==> src/rtl/mem_stage.sv <==
// MEM stage: latches the EX->MEM bus, extends load data from the data SRAM and drives
// the MEM->WB and MEM->ID forward buses. A one-entry skid register keeps load data alive under WB backpressure.
module mem_stage #(
  parameter int ES_TO_MS_BUS_WD = 74,
  parameter int MS_TO_WS_BUS_WD = 70
) (
  input  logic                       clk,
  input  logic                       resetn,
  input  logic                       ms_stall,
  input  logic                       ms_flush,
  output logic                       ms_allowin,
  input  logic                       es_to_ms_valid,
  input  logic [ES_TO_MS_BUS_WD-1:0] es_to_ms_bus,
  input  logic [31:0]                data_sram_rdata,
  input  logic                       ws_allowin,
  output logic                       ms_to_ws_valid,
  output logic [MS_TO_WS_BUS_WD-1:0] ms_to_ws_bus,
  output logic [37:0]                ms_to_ds_forward_bus
);

  logic                       vld_p0;
  logic                       first_p0;
  logic                       buf_vld_p0;
  logic [31:0]                buf_data_p0;
  logic [ES_TO_MS_BUS_WD-1:0] bus_p0;

  logic        ms_ready_go;
  logic        leave;
  logic        res_from_mem;
  logic [2:0]  ld_op;
  logic        gr_we;
  logic [4:0]  dest;
  logic [31:0] alu_result;
  logic [31:0] pc;
  logic [31:0] mem_word;
  logic [31:0] final_result;
  logic        fwd_en;

  // Byte/half select from the low address bits, then sign or zero extension by ld_op.
  function automatic logic [31:0] load_ext(input logic [31:0] word,
                                           input logic [1:0]  addr,
                                           input logic [2:0]  op);
    logic [31:0]        shifted;
    logic signed [7:0]  byte_s;
    logic signed [15:0] half_s;
    shifted = word >> {addr, 3'b000};
    byte_s  = shifted[7:0];
    half_s  = addr[1] ? word[31:16] : word[15:0];
    case (op)
      3'b001:  load_ext = 32'(byte_s);
      3'b010:  load_ext = 32'(half_s);
      3'b011:  load_ext = {24'd0, byte_s};
      3'b100:  load_ext = {16'd0, half_s};
      default: load_ext = word;
    endcase
  endfunction

  assign res_from_mem = bus_p0[73];
  assign ld_op        = bus_p0[72:70];
  assign gr_we        = bus_p0[69];
  assign dest         = bus_p0[68:64];
  assign alu_result   = bus_p0[63:32];
  assign pc           = bus_p0[31:0];

  assign ms_ready_go    = 1'b1;
  assign ms_allowin     = (!vld_p0 || (ms_ready_go && ws_allowin)) && !ms_stall;
  assign ms_to_ws_valid = vld_p0 && ms_ready_go;
  assign leave          = ms_to_ws_valid && ws_allowin;

  // Stage p0 register: instruction held in MEM plus the skid copy of its load data.
  always_ff @(posedge clk or negedge resetn) begin
    if (!resetn) begin
      vld_p0      <= 1'b0;
      bus_p0      <= '0;
      first_p0    <= 1'b0;
      buf_vld_p0  <= 1'b0;
      buf_data_p0 <= '0;
    end else if (ms_flush) begin
      vld_p0     <= 1'b0;
      bus_p0     <= '0;
      first_p0   <= 1'b0;
      buf_vld_p0 <= 1'b0;
    end else begin
      if (ms_allowin)
        vld_p0 <= es_to_ms_valid;
      else if (leave)
        vld_p0 <= 1'b0;
      if (es_to_ms_valid && ms_allowin)
        bus_p0 <= es_to_ms_bus;
      first_p0 <= es_to_ms_valid && ms_allowin;
      // SRAM data is only valid in the entry cycle; keep a copy if WB is not taking it now.
      if (leave)
        buf_vld_p0 <= 1'b0;
      else if (first_p0 && vld_p0 && res_from_mem && !ws_allowin) begin
        buf_vld_p0  <= 1'b1;
        buf_data_p0 <= data_sram_rdata;
      end
    end
  end

  // Combinational result path out of p0.
  assign mem_word     = buf_vld_p0 ? buf_data_p0 : data_sram_rdata;
  assign final_result = res_from_mem ? load_ext(mem_word, alu_result[1:0], ld_op) : alu_result;
  assign fwd_en       = vld_p0 && gr_we && (dest != 5'd0);

  assign ms_to_ws_bus         = {gr_we, dest, final_result, pc};
  assign ms_to_ds_forward_bus = {fwd_en, dest, final_result};

endmodule
==> config.mk <==
export PLATFORM = sky130hd
export DESIGN_NAME = mem_stage
export DESIGN_NICKNAME = d
export VERILOG_FILES = /design/src/rtl/mem_stage.sv
export SDC_FILE = /design/constraint.sdc
export NUM_CORES = 1
export LEC_CHECK = 0
export ABC_AREA = 1
export CAP_MARGIN = 20
export CORE_AREA = 2 2 131 133
export DETAILED_ROUTE_END_ITERATION = 8
export DIE_AREA = 0 0 133 135
export GPL_TIMING_DRIVEN = 0
export PLACE_DENSITY = 0.85
export SLEW_MARGIN = 20
export SYNTH_ARGS = -nofsm -noshare
export SYNTH_HDL_FRONTEND = slang
export SYNTH_SLANG_ARGS = --single-unit
==> constraint.sdc <==
create_clock -name clk -period 1.5 [get_ports clk]
set_clock_uncertainty 0.1 [all_clocks]
set_input_delay 0.15 -clock clk [delete_from_list [all_inputs] [get_ports clk]]
set_output_delay 0.15 -clock clk [all_outputs]
set_load 0.05 [all_outputs]
==> metrics.txt <==
status=finished with violations; failing checks=setup timing; slew at the pin closest to its max-slew limit=0.510 ns; Hold WC Path Type=input pin to async pin; Met3 Routed Length=2580 um; Setup crit end=ms_to_ws_bus[60]; post-layout net count=1344; sequential share of the synthesized area=39.1%; r2r setup slk=-0.15 ns; crit path kind=flip-flop to output pin; Synth Area in Compound Gates=3.53%; number of global-route vias before repair=7762; TNS Setup=-61.72 ns; Slew Limit Fails=0; IO Count=222; dpl cell area=10400 um2; Final Cycle Share=165%; WP data required=1.25 ns; internal power=5840 uW; max-cap viol count=0; multi-input logic area=4550 um2; Ys Warns=0; Fillers=973; Iter 0 DRT Violations=637; CTS Buffer Depth=2; die span in x=133 um; diode count=0; Post-Synth XOR/XNOR Area=0%; Clk Latency, worst-skew pair=0.36 ns; Mapped Area=6980 um2; first-pass GRT wire length=40400 um; H-tree levels=3; Clock Sinks=109; Final Critical Period=2.47 ns; number of antenna-violating nets in the routed design=0; CTS tree=yes; leakage power=0.00641 uW; met2 wire len=14600 um; CP max FO=10; Core Region=16400 um2; largest net degree at the start of global routing=61; DRC=0; Critical Path Slowest Stage Cell=dfrtp_1; Reg power frac=34.0%; Detailed Place HPWL=17600 um; Die ar.=18000 um2; Slew headroom=66.0%; r2r startpoint=ms_to_ws_valid; Root Buffer=clkbuf_16; Die Y=135 um; ranking of synthesized cells by area=dfrtp_1 (39%), nand2_1 (18%), nand3_1 (12%), buf_4 (8.9%), mux2_1 (4.4%); sw frac=36.5%; crit-path max cell delay=0.35 ns; average cell area after synthesis=7.36 um2; Hold Violations, Final=0; largest family of logic cells by synthesized area=simple AND/OR/NAND/NOR gates; Synth Register Bits=109; Final Setup Violations=161; vias per inst=5.41; Max Clock Freq=405 MHz; cell taking the most area after synthesis=dfrtp_1; DR pass1 iterations=5; cell mode on critical path=buf_8; num rows=47; reg2reg path depth=7; total number of vias=7877; RSZ-0062 raised after global routing=yes; Synth Instances=948; worst vdd ir=0.611 mV; Clk pin slew, worst setup/hold paths=0.08 ns; Net Switching=3360 uW; WP data arrival=2.22 ns; register area=2730 um2; crit path launch type=flip-flop; commonest non-fill, non-tap cells in the layout=nand2_1 (157), nand2_2 (112), clkdlybuf4s50_1 (110); Finished Cell Area=12800 um2; GRT Util Overall=28.6%; Synth Area in Adders=0%; Worst Setup SP=buf_vld_p0; RR Endpoint=bus_p0[58]; IO Port Bufs=221; dpl ws=-1.31 ns; slack of the critical path=-0.970 ns; grt ovf=0; WL met1=10500 um; Post-Syn Nets=1060; combinational power share=39.5%; synthesis-to-finish area growth=83.1%; simple logic cell fraction of the synthesized area=35.3%; initial core utilization=42.6%; PwrDens=719 nW/um2; share of the synthesized area in the top cell type=39.1%; mux contribution to synthesized area=5.00%; TritonCTS buffer count=9; WL final=29000 um; initial antenna violation count=0; clock power share=26.5%; Top Metal Used=met4; CP Capture Type=output pin; DR WL/cell=19.9 um; commonest non-fill, non-tap cell in the layout=nand2_1; layout cells sized above 1=54.2%; critical-path cell list=buf_6 -> nand2_1 -> o21ai_4 -> nand2_1 -> nand3_1 -> nand2_2 -> nand2_4 -> buf_8 -> nand3_2 -> nand2_2 -> clkinvlp_4 -> buf_8 -> buf_8; Distinct cells, synth=31; Routability Congestion=0.914
==> worst max-delay path: cells and delay by family (launching register included) <==
kind / cells / cell delay, ns
DFF: 1 / 0.35
buffers and inverters: 5 / 0.73
and+or+nand+nor: 7 / 0.69
AOI/OAI and AO/OA: 1 / 0.08
==> logic make-up (layout without fill, tap and decap cells) <==
kind of cell / Yosys count / count (layout)
simple gates: 563 / 563
flops: 109 / 109
buf+inv: 201 / 490
mux: 31 / 31
compound gates: 44 / 44
==> flip-flops by register name, indices dropped and copies added, names as in the netlist <==
signal	flops
bus_p0	74
buf_data_p0	32
buf_vld_p0	1
first_p0	1
ms_to_ws_valid	1
==> layer usage <==
layer	GRT usage, %	vias to the layer above
met4	11.9	0
met2	49.9	467
li1	-	3508
met5	0	-
met3	7.58	122
met1	33.5	3780
==> worst min-delay path by stage <==
stage                           startpoint        endpoint  slack [ns]
after floorplan                     resetn  buf_data_p0[0]       -0.25
after global placement      buf_data_p0[1]  buf_data_p0[1]        0.39
after detailed placement            resetn       bus_p0[3]        0.03
after CTS                 es_to_ms_bus[24]      bus_p0[24]        0.21
after global routing      es_to_ms_bus[45]      bus_p0[45]        0.23
final                               resetn       bus_p0[3]        0.21
==> what timing repair did <==
action | CTS | global route
resized for setup | 779 | 239
hold endpoints to repair | 49 | 0
setup buffers | 31 | 7
hold buffers | 1 | 0
pin swaps | 25 | 49
setup endpoints to repair | 193 | 176
gates cloned | 8 | 9
==> per-stage QoR <==
stage               power, uW  instances  hold WS, ns  utilization (%)
floorplan                5100        948       -0.246                -
global placement         6100       1389        0.388             63.2
detailed placement       6140       1390       0.0346             63.3
CTS                      8840       1444        0.207             72.1
global route             9460       1457        0.234             77.9
finish                   9200       1457        0.212             77.9
==> synthesized netlist by cell type (all sizes together) <==
cell type,instances
buf,111
inv,71
nand4,1
nand3b,1
nand2,354
nor2,40
a21oi,9
nand3,165
nor3,2
o21ai,34
o311ai,1
clkinv,1
mux2,31
dfrtp,109
clkbuf,18
==> power groups by stage <==
stage / clock (uW) / sequential [uW] / combinational, uW
5_1_grt: 2540 / 3140 / 3790
3_3_place_gp: 0 / 3170 / 2930
3_5_place_dp: 0 / 3170 / 2960
4_1_cts: 2420 / 3120 / 3310
6_report: 2440 / 3130 / 3630
2_1_floorplan: 0 / 3160 / 1940
==> layout make-up <==
cell class	instances	area share [%]
clock inverters	5	0.254
well taps	220	2.15
inverters	72	2.82
plain buffers	125	10.2
clock buffers	11	1.98
repair buffers	277	25.7
flip-flops and latches	109	21.4
multi-input cells	638	35.6
No activity file was read; power rests on OpenSTA's default activity.
